[src/rtl/med_sched_pkg.sv]
// ----------------------------------------------------------------------------
// med_sched_pkg
// Shared definitions for the multi-slot medication scheduler.
//   cmd_op_e         command opcodes carried on cmd_op
//   log_ev_e         event type stored in the MSB of each log entry
//   log_entry_width  width of a packed log entry {type, idx, timestamp}
// ----------------------------------------------------------------------------
package med_sched_pkg;

    typedef enum logic [2:0] {
        OP_NOP        = 3'd0,
        OP_SET        = 3'd1,
        OP_DIS        = 3'd2,
        OP_ACK        = 3'd3,
        OP_CLR_LOG    = 3'd4,
        OP_SET_TIME   = 3'd5,
        OP_SET_PERIOD = 3'd6,
        OP_NOP_7      = 3'd7
    } cmd_op_e;

    typedef enum logic {
        EV_DUE = 1'b0,
        EV_ACK = 1'b1
    } log_ev_e;

    function automatic int log_entry_width(input int idx_w, input int time_w);
        return 1 + idx_w + time_w;
    endfunction

endpackage

[src/rtl/med_log_fifo.sv]
// ----------------------------------------------------------------------------
// med_log_fifo
// First-word-fall-through FIFO for scheduler log entries.
// Ports:
//   clk, rst      clock, synchronous active-high reset
//   clr           synchronous flush (pointers and count to zero)
//   push, wdata   write request / data; accepted when not full or when a
//                 pop happens in the same cycle
//   pop           remove head entry; ignored when empty
//   rdata         head entry, forced to 0 while empty
//   empty, full   status
//   count         occupancy 0..DEPTH
// ----------------------------------------------------------------------------
module med_log_fifo #(
    parameter int  WIDTH = 12,
    parameter int  DEPTH = 16,
    localparam int AW    = $clog2(DEPTH),
    localparam int CW    = AW + 1
) (
    input  logic             clk,
    input  logic             rst,
    input  logic             clr,
    input  logic             push,
    input  logic [WIDTH-1:0] wdata,
    input  logic             pop,
    output logic [WIDTH-1:0] rdata,
    output logic             empty,
    output logic             full,
    output logic [CW-1:0]    count
);

    logic [WIDTH-1:0] mem [DEPTH];
    logic [AW-1:0]    wr_ptr;
    logic [AW-1:0]    rd_ptr;
    logic             do_push;
    logic             do_pop;

    assign empty   = (count == '0);
    assign full    = (count == CW'(DEPTH));
    assign do_pop  = pop && !empty;
    // A pop in the same cycle frees the slot, so a full FIFO still accepts.
    assign do_push = push && (!full || do_pop);
    assign rdata   = empty ? '0 : mem[rd_ptr];

    always_ff @(posedge clk) begin
        if (rst || clr) begin
            wr_ptr <= '0;
            rd_ptr <= '0;
            count  <= '0;
        end else begin
            if (do_push) wr_ptr <= wr_ptr + 1'b1;
            if (do_pop)  rd_ptr <= rd_ptr + 1'b1;
            case ({do_push, do_pop})
                2'b10:   count <= count + 1'b1;
                2'b01:   count <= count - 1'b1;
                default: count <= count;
            endcase
        end
    end

    always_ff @(posedge clk) begin
        if (do_push) mem[wr_ptr] <= wdata;
    end

endmodule

[src/rtl/med_sched_multi.sv]
// ----------------------------------------------------------------------------
// med_sched_multi
// Multi-slot medication scheduler with a timestamped DUE/ACK event log.
// Optional feature macro: MED_SCHED_REPEAT_EN (per-slot repeat period, op 6).
// Ports:
//   clk, rst        clock, synchronous active-high reset
//   ena             global enable; all state holds while low
//   cmd_valid/ready command handshake (cmd_ready = ena)
//   cmd_op/idx/data opcode, slot index, time or period operand
//   now             wall clock
//   due_vec, alarm  per-slot due flags and their OR
//   log_rd_en       pop the log head
//   log_rd_valid    log not empty
//   log_rd_data     {type, idx, timestamp} of the head entry
//   log_count       log occupancy
//   log_overflow    sticky: an event was dropped on a full log
// ----------------------------------------------------------------------------
module med_sched_multi
    import med_sched_pkg::*;
#(
    parameter int  NUM_MEDS  = 8,
    parameter int  TIME_W    = 8,
    parameter int  LOG_DEPTH = 16,
    parameter int  TICK_DIV  = 1,
    localparam int IDX_W     = $clog2(NUM_MEDS),
    localparam int ENTRY_W   = log_entry_width(IDX_W, TIME_W),
    localparam int CNT_W     = $clog2(LOG_DEPTH) + 1
) (
    input  logic                clk,
    input  logic                rst,
    input  logic                ena,
    input  logic                cmd_valid,
    output logic                cmd_ready,
    input  logic [2:0]          cmd_op,
    input  logic [IDX_W-1:0]    cmd_idx,
    input  logic [TIME_W-1:0]   cmd_data,
    output logic [TIME_W-1:0]   now,
    output logic [NUM_MEDS-1:0] due_vec,
    output logic                alarm,
    input  logic                log_rd_en,
    output logic                log_rd_valid,
    output logic [ENTRY_W-1:0]  log_rd_data,
    output logic [CNT_W-1:0]    log_count,
    output logic                log_overflow
);

    localparam int               PRE_W    = (TICK_DIV > 1) ? $clog2(TICK_DIV) : 1;
    localparam logic [PRE_W-1:0] PRE_LAST = PRE_W'(TICK_DIV - 1);

    logic [PRE_W-1:0]    presc;
    logic [TIME_W-1:0]   now_q;
    logic [TIME_W-1:0]   due_time     [NUM_MEDS];
    logic [TIME_W-1:0]   due_time_nxt [NUM_MEDS];
    logic [NUM_MEDS-1:0] slot_en, slot_en_nxt;
    logic [NUM_MEDS-1:0] due_q, due_nxt;
    logic [NUM_MEDS-1:0] pend_due, pend_due_nxt;
    logic [NUM_MEDS-1:0] pend_ack, pend_ack_nxt;
    logic                overflow_q;
`ifdef MED_SCHED_REPEAT_EN
    logic [TIME_W-1:0]   period     [NUM_MEDS];
    logic [TIME_W-1:0]   period_nxt [NUM_MEDS];
    logic                op_set_period;
`endif

    cmd_op_e             op;
    logic                accept;
    logic                op_set, op_dis, op_ack, op_clr, op_set_time;
    logic                tick, fire_eval;
    logic [TIME_W-1:0]   now_inc;
    logic [NUM_MEDS-1:0] sel;
    logic [NUM_MEDS-1:0] fire, ack_ok;

    logic                log_req, log_pop, log_drop, log_type;
    logic [IDX_W-1:0]    log_idx;
    logic [NUM_MEDS-1:0] log_sel, log_clr_due, log_clr_ack;
    logic                fifo_empty, fifo_full;

    // ---------------- command decode ----------------
    assign cmd_ready   = ena;
    assign accept      = cmd_valid && ena;
    assign op          = cmd_op_e'(cmd_op);
    assign op_set      = accept && (op == OP_SET);
    assign op_dis      = accept && (op == OP_DIS);
    assign op_ack      = accept && (op == OP_ACK);
    assign op_clr      = accept && (op == OP_CLR_LOG);
    assign op_set_time = accept && (op == OP_SET_TIME);
`ifdef MED_SCHED_REPEAT_EN
    assign op_set_period = accept && (op == OP_SET_PERIOD);
`endif
    assign sel = NUM_MEDS'(1) << cmd_idx;

    // ---------------- wall clock ----------------
    assign tick      = ena && (presc == PRE_LAST);
    assign fire_eval = tick && !op_set_time;
    assign now_inc   = now_q + 1'b1;

    // Fire compares against the value `now` takes at this edge. An ACK
    // landing on a firing slot loses: the slot refires and the ACK vanishes.
    always_comb begin
        fire   = '0;
        ack_ok = '0;
        for (int i = 0; i < NUM_MEDS; i++) begin
            fire[i]   = fire_eval && slot_en[i] && (due_time[i] == now_inc)
                        && (!due_q[i] || (op_ack && sel[i]));
            ack_ok[i] = op_ack && sel[i] && due_q[i] && !fire[i];
        end
    end

    // ---------------- logger priority select ----------------
    always_comb begin
        log_idx  = '0;
        log_type = EV_DUE;
        for (int i = NUM_MEDS - 1; i >= 0; i--) begin
            if (pend_due[i]) log_idx = IDX_W'(i);
        end
        if (|pend_ack) begin
            log_type = EV_ACK;
            for (int i = NUM_MEDS - 1; i >= 0; i--) begin
                if (pend_ack[i]) log_idx = IDX_W'(i);
            end
        end
    end

    // No push on a CLR_LOG cycle, so pending events land after the flush.
    assign log_req     = ena && !op_clr && (|pend_ack || |pend_due);
    assign log_pop     = ena && !op_clr && log_rd_en;
    assign log_drop    = log_req && fifo_full && !(log_pop && !fifo_empty);
    assign log_sel     = NUM_MEDS'(1) << log_idx;
    assign log_clr_ack = (log_req && (log_type == EV_ACK)) ? log_sel : '0;
    assign log_clr_due = (log_req && (log_type == EV_DUE)) ? log_sel : '0;

    // ---------------- slot next state ----------------
    always_comb begin
        slot_en_nxt  = slot_en;
        due_nxt      = due_q;
        due_time_nxt = due_time;
        pend_due_nxt = pend_due & ~log_clr_due;
        pend_ack_nxt = pend_ack & ~log_clr_ack;
`ifdef MED_SCHED_REPEAT_EN
        period_nxt   = period;
`endif
        for (int i = 0; i < NUM_MEDS; i++) begin
            if (fire[i]) begin
                due_nxt[i]      = 1'b1;
                pend_due_nxt[i] = 1'b1;
            end
            if (ack_ok[i]) begin
                due_nxt[i]      = 1'b0;
                pend_ack_nxt[i] = 1'b1;
`ifdef MED_SCHED_REPEAT_EN
                if (period[i] != '0) due_time_nxt[i] = due_time[i] + period[i];
                else                 slot_en_nxt[i]  = 1'b0;
`endif
            end
            if (op_set && sel[i]) begin
                due_time_nxt[i] = cmd_data;
                slot_en_nxt[i]  = 1'b1;
                due_nxt[i]      = 1'b0;
            end
            if (op_dis && sel[i]) begin
                slot_en_nxt[i] = 1'b0;
                due_nxt[i]     = 1'b0;
            end
`ifdef MED_SCHED_REPEAT_EN
            if (op_set_period && sel[i]) period_nxt[i] = cmd_data;
`endif
        end
    end

    // ---------------- state registers ----------------
    always_ff @(posedge clk) begin
        if (rst) begin
            presc      <= '0;
            now_q      <= '0;
            slot_en    <= '0;
            due_q      <= '0;
            pend_due   <= '0;
            pend_ack   <= '0;
            overflow_q <= 1'b0;
            for (int i = 0; i < NUM_MEDS; i++) begin
                due_time[i] <= '0;
`ifdef MED_SCHED_REPEAT_EN
                period[i]   <= '0;
`endif
            end
        end else if (ena) begin
            if (op_set_time) begin
                presc <= '0;
                now_q <= cmd_data;
            end else if (tick) begin
                presc <= '0;
                now_q <= now_inc;
            end else begin
                presc <= presc + 1'b1;
            end
            slot_en  <= slot_en_nxt;
            due_q    <= due_nxt;
            pend_due <= pend_due_nxt;
            pend_ack <= pend_ack_nxt;
            for (int i = 0; i < NUM_MEDS; i++) begin
                due_time[i] <= due_time_nxt[i];
`ifdef MED_SCHED_REPEAT_EN
                period[i]   <= period_nxt[i];
`endif
            end
            if (op_clr)        overflow_q <= 1'b0;
            else if (log_drop) overflow_q <= 1'b1;
        end
    end

    med_log_fifo #(
        .WIDTH (ENTRY_W),
        .DEPTH (LOG_DEPTH)
    ) u_log_fifo (
        .clk   (clk),
        .rst   (rst),
        .clr   (op_clr),
        .push  (log_req),
        .wdata ({log_type, log_idx, now_q}),
        .pop   (log_pop),
        .rdata (log_rd_data),
        .empty (fifo_empty),
        .full  (fifo_full),
        .count (log_count)
    );

    assign now          = now_q;
    assign due_vec      = due_q;
    assign alarm        = |due_q;
    assign log_rd_valid = !fifo_empty;
    assign log_overflow = overflow_q;

endmodule

[config.mk]
export PLATFORM = sky130hd
export DESIGN_NAME = med_sched_multi
export DESIGN_NICKNAME = d
export VERILOG_FILES = /design/src/rtl/med_sched_pkg.sv /design/src/rtl/med_log_fifo.sv /design/src/rtl/med_sched_multi.sv
export SDC_FILE = /design/constraint.sdc
export NUM_CORES = 1
export LEC_CHECK = 0
export CORE_MARGIN = 2
export CORE_UTILIZATION = 39
export CTS_CLUSTER_DIAMETER = 30
export DETAILED_ROUTE_END_ITERATION = 6
export GPL_ROUTABILITY_DRIVEN = 0
export MAX_ROUTING_LAYER = met4
export SLEW_MARGIN = 10
export SYNTH_ARGS = -nofsm -noshare
export SYNTH_HDL_FRONTEND = slang
export SYNTH_SLANG_ARGS = --single-unit
[constraint.sdc]
create_clock -name clk -period 7.73 [get_ports clk]
set_input_delay 1.9325 -clock clk [delete_from_list [all_inputs] [get_ports clk]]
set_output_delay 1.9325 -clock clk [all_outputs]
set_load 0.005 [all_outputs]
After elaboration in Yosys (flattened, before gate mapping)

Memory sizes are Yosys's and may differ from the RTL's. A register that Yosys moved wholly into a read port is not among the register bits.
Cells that the tools add are included.

Multiplexer cells: 96
$add $sub $neg: 6
Equality and inequality tests: 16
Reduce and logical (&&, ||, !) cells: 162
Shift-type cells: 2
Bitwise logic cells: 6

Operators by type and width:

| operator                                                              | count |
|---|---|
| 1-bit logical AND                                                     | 81 |
| 1-bit 2-to-1 mux                                                      | 71 |
| 8-bit equality test                                                   | 8 |
| 2-bit AND reduction                                                   | 26 |
| 3-bit 2-to-1 mux                                                      | 17 |
| 8-bit 2-to-1 mux                                                      | 4 |
| 4-bit nonzero test                                                    | 8 |
| 8-bit OR reduction                                                    | 3 |
| 2-bit nonzero test                                                    | 11 |
| 1-bit zero test                                                       | 21 |
| 8-bit bitwise AND                                                     | 2 |
| 8-bit NOT                                                             | 2 |
| 1-bit by 3-bit left shift with 8-bit output, first input constant     | 2 |
| 12-bit 2-to-1 mux                                                     | 1 |
| 1-bit logical OR                                                      | 11 |
| 5-bit one-hot mux with 2 select lines                                 | 1 |
| 4-bit by 1-bit adder with 4-bit output, second input constant         | 2 |
| 8-bit by 1-bit adder with 8-bit output, second input constant         | 1 |
| 4-bit 2-to-1 mux                                                      | 2 |
| 3-bit by 2-bit equality test with 1-bit output, second input constant | 2 |
| 3-bit equality test, second input constant                            | 2 |
| 5-bit by 1-bit adder with 5-bit output, second input constant         | 1 |
| 5-bit equality test, second input constant                            | 1 |
| 5-bit zero test                                                       | 1 |
| 6 further kinds                                                       | 7 |

Register bits: 119
Memories: 1
RAM bits: 192
Bits of input ports: 19

Memories:

| name           | words | bits a word | rd ports | clocked after memory_dff | write ports | line               | text |
|---|---|---|---|---|---|---|---|
| u_log_fifo.mem | 16    | 12          | 1        | 1                        | 1           | med_log_fifo.sv:32 | `logic [WIDTH-1:0] mem [DEPTH];` |

Longest topological paths before layout

Word-level depth: 22
Mapped depth: 15
Gate-level depth less buffers: 13

By module

A second synthesis with hierarchy kept.

Cells, all modules: 1213
Area total of the unflattened synthesis: 14591.5 um2

By module, submodules not included:

| module          | cells an instance | times used | area each (um2) | seq. area each (um2) |
|---|---|---|---|---|
| med_log_fifo    | 438               | 1          | 8399.3          | 6105.9 |
| med_sched_multi | 775               | 1          | 6192.2          | 2122.0 |

Worst setup path before layout

OpenSTA, ideal clock, no wires.

Path kind: input to register
Start point: in cmd_op[1]
End point: reg u_log_fifo.count[4]
Required time: 7.602 ns
Arrival: 4.059 ns
Setup slack: 3.544 ns
Stages: 14
Buffers on the path: 1
Cell sequence: nand3b_1 o21a_1 and3_1 clkbuf_1 inv_1 ha_1 inv_1 fa_1 nor2b_1 o21ai_0 and3_1 nor3_1 xnor2_1 nor2_1

Longest elaborated chain between the ends: 10
Elaborated cells between the ends (all ways): 14
Classes of those cells: 3 x eq/ne; 1 x mux; 10 x reduce/logical

Ends and longest elaborated chain:

| what                                                                                         | line                                           | text |
|---|---|---|
| start: declaration                                                                           | med_sched_multi.sv:34                          | `input logic [2:0] cmd_op,` |
| 3-bit equality test (*)                                                                      | med_sched_multi.sv:85                          | `assign op_clr = accept && (op == OP_CLR_LOG);` |
| 1-bit logical AND (*)                                                                        | med_sched_multi.sv:85                          |  |
| 1-bit zero test                                                                              | med_sched_multi.sv:125, med_sched_multi.sv:126 |  |
| 1-bit logical AND                                                                            | med_sched_multi.sv:125, med_sched_multi.sv:126 |  |
| 1-bit logical AND                                                                            | med_sched_multi.sv:126                         | `assign log_pop = ena && !op_clr && log_rd_en;` |
| 1-bit logical AND                                                                            | med_log_fifo.sv:40                             | `assign do_pop = pop && !empty;` |
| 1-bit logical OR                                                                             | med_log_fifo.sv:42                             | `assign do_push = push && (!full \|\| do_pop);` |
| 1-bit logical AND                                                                            | med_log_fifo.sv:42                             |  |
| 2-bit by 1-bit equality test with 1-bit output / 2-bit equality test (equally long branches) | med_log_fifo.sv:53                             | `case ({do_push, do_pop})` |
| 5-bit one-hot mux with 2 select lines / 2-bit nonzero test (equally long branches)           | n/a                                            |  |
| end signal: assignment                                                                       | med_log_fifo.sv:54                             | `2'b10: count <= count + 1'b1;` |
| end signal: assignment                                                                       | med_log_fifo.sv:55                             | `2'b01: count <= count - 1'b1;` |
| end signal: assignment                                                                       | med_log_fifo.sv:56                             | `default: count <= count;` |
| end: declaration                                                                             | med_log_fifo.sv:29                             | `output logic [CW-1:0] count` |

Every way passes the cells marked *; elsewhere a longest branch is shown, timed or not.
A chain may end at the register's enable or synchronous reset.

==> metrics.md <==
| Metric | Value |
|---|---|
| Status | finished, final reports clean |
| Commonest cells in the synthesized netlist | edfxtp_1 (192), nand2_1 (143), dfxtp_1 (123), a21oi_1 (93), nand3_1 (83) |
| Slowest stage cell, crit path | dfxtp_4 |
| Count leader, synth | edfxtp_1 |
| Vias in the first global route | 10.3k |
| Die height | 197 um |
| Worst hold path class | reg -> reg |
| Wirelength per Cell | 20.7 um |
| Via count | between 10k and 15k |
| Die X | 197 um |
| Top cell by count, worst path | mux4_2 |
| Post-Syn Instances | 1,235 |
| Hold violation count in the final report | 0 |
| Post-CTS Hold Fix Bufs | 0 |
| Initial antenna violation count | 0 |
| Die area | 38,900 um2 |
| Post-cts resize count | 0 |
| Worst-path clk slew | ~0.040 ns |
| Pleak | 6.03 nW |
| Syn Nets | 1,265 |
| Top cell type's share of synthesized area | 39.6% |
| Vias per cell | 5.65 |
| CTS tree | built |
| Synthesis-stage register bit count | 315 |
| Period minus WS final | 5.26 ns |
| Post-synth ARST share | 0% |
| CTS Sinks | 315 |
| Share of cells above drive strength 1 | around 18% |
| Total GRT Usage | between 20% and 30% |
| First-pass detailed-route iteration total | 5 |
| Crit path largest cell delay | 1.00 ns |
| Io pins | 56 |
| Setup ws final | around 2.5 ns |
| Routed Antenna Nets | 0 |
| H-tree depth | 3 |
| Postcts setup bufs | 0 |
| Rows | 70 |
| Post-synth top flop | edfxtp_1 |
| Startpoint Class | flip-flop |
| Port Buffer Count | 55 |
| Post-layout util | between 40% and 50% |
| Synth warn | 0 |
| Seq/Total Area, Yosys | 56.4% |
| Synth area leaders | edfxtp_1 (40%), dfxtp_1 (17%), mux4_2 (9.3%), nand2_1 (3.7%), a21oi_1 (3.2%) |
| Grt total ovfl | 0 |
| Netlist cell types | 80 |
| Maximum clock frequency | 190 MHz |
| MaxCap Viol Count | 0 |
| Nets | between 1k and 1.5k |
| P&R area growth vs syn | 24.2% |
| Mapped Avg Cell Area | 11.8 um2 |
| Post-synth EDFFs | 192 |
| Crit path DAT | 3.33 ns |
| Starting Density | between 30% and 40% |
| Max rail drop VDD | 0.207 mV |
| HPWL after DPL | 23,700 um |
| Largest net degree at the start of global routing | 97 |
| WS Path Type | reg -> out |
| Power per cell area | 275 nW/um2 |
| RSZ-0062 raised after global routing | false |
| Placeable Area | 36,700 um2 |
| Worst Tran Pin Value | between 1 and 1.5 ns |
| Crit-path cells | mux4_2 > mux4_2 > nor2b_1 > clkdlybuf4s50_1 |
| Relative slew slack | 16.9% |
| DRC viols | 0 |
| Netlist Area Pre-Place | 14,600 um2 |
| Required time of the critical path | 5.80 ns |
| Diodes inserted | 0 |
| CTS Root Cell | clkbuf_16 |
| Final WL | 38,100 um |
| TritonCTS buffer count | 70 |
| Crit path max fanout | 48 |
| Global-route wire length before repair | 59,600 um |
| DRT iter0 DRCs | approximately 850 |
| Skew-Pair Late Insertion Delay | 0.56 ns |
| Largest area contributor in the netlist | edfxtp_1 |
| Period utilisation layout | around two thirds |
| Pins Over Slew Limit | 0 |
| Clock Tree Buf Depth | 3 |
| Clk_skew | 0.0192 ns |
| Final setup viols | 0 |
| Setup tns final | 0 ns |
| Pre-CTS setup slack | 2.68 ns |
| Worst Setup End Kind | output pin |
## area by class of cell
class                           instances  area (um2)
Clock buffer                           89        1920
Clock inverter                         39         563
Fill cell                            3148       18600
Inverter                               26        97.6
Multi-Input combinational cell        809        5900
Sequential cell                       315        8230
Tap cell                              468         586
Timing Repair Buffer                   90         811
## final timing paths
path,to,from,cells after the start,slack [ns]
setup / recovery,log_rd_data[10],flip-flop,4,2.47
hold / removal,due_time[60],due_time[60],2,0.46
setup reg to reg,pend_due[3],now[1],9,4.19
hold reg to reg,due_time[60],due_time[60],2,0.46
## placed cells by master, fill, tap and decap left out, drive strengths merged, types with 15 or more instances in the layout
cell,n
nand2,144
nor2,67
a21oi,93
nand4,16
dfxtp,123
inv,28
nand2b,15
clkinv,19
xnor2,32
buf,36
xor2,29
nor2b,33
o21ai,38
nor3,24
clkdlybuf4s50,54
mux4,60
clkbuf,89
edfxtp,192
a221oi,16
nand3,83
## state kept, by name, summed over array words and instances, names as in the netlist, named ones only
register,count
u_log_fifo.mem,192
due_time,64
due_vec,8
now,8
pend_ack,8
pend_due,8
slot_en,8
u_log_fifo.count,5
u_log_fifo.rd_ptr,4
u_log_fifo.wr_ptr,4
log_overflow,1
presc,1
## worst max-delay path: cells and delay by family, from the launching register on
family                 cells  cell delay (ns)
flip-flops                 1             1.00
buffers and inverters      1             0.44
AND/OR/NAND/NOR            1             0.15
multiplexers               2             1.17
## per-stage QoR
stage,hold slack [ns],cells,cell area [um2],power [mW]
final,0.456,1836,18100,4.98
after global routing,0.479,1836,18100,5.13
after CTS,0.457,1836,18100,5.03
after detailed placement,0.451,1708,15600,1.95
after global placement,0.442,1708,15600,1.95
after floorplan,0.437,1235,14600,1.89
## routing by layer
layer / track usage (%) / wire (um)
met5: - / 0
met3: 3.55 / 1910
met2: 32.4 / 17800
met1: 26.1 / 17000
met4: 8.38 / 1380
## cells by family after synthesis
| logic type | synth area share [%] |
|---|---|
| compound gates | 10.5 |
| mux | 9.48 |
| simple gates | 15.0 |
| fa+ha+maj | 0.996 |
| xor+xnor | 4.31 |
| buf+inv | 3.31 |
| flops | 56.4 |
## power by group
part	internal, mW	switching, mW	total [mW]
Sequential	1.78	0.00629	1.79
Clock	2.12	0.938	3.06
Combinational	0.0424	0.0919	0.134
Total	3.95	1.04	4.98
Power figures use the tool's default switching activity.
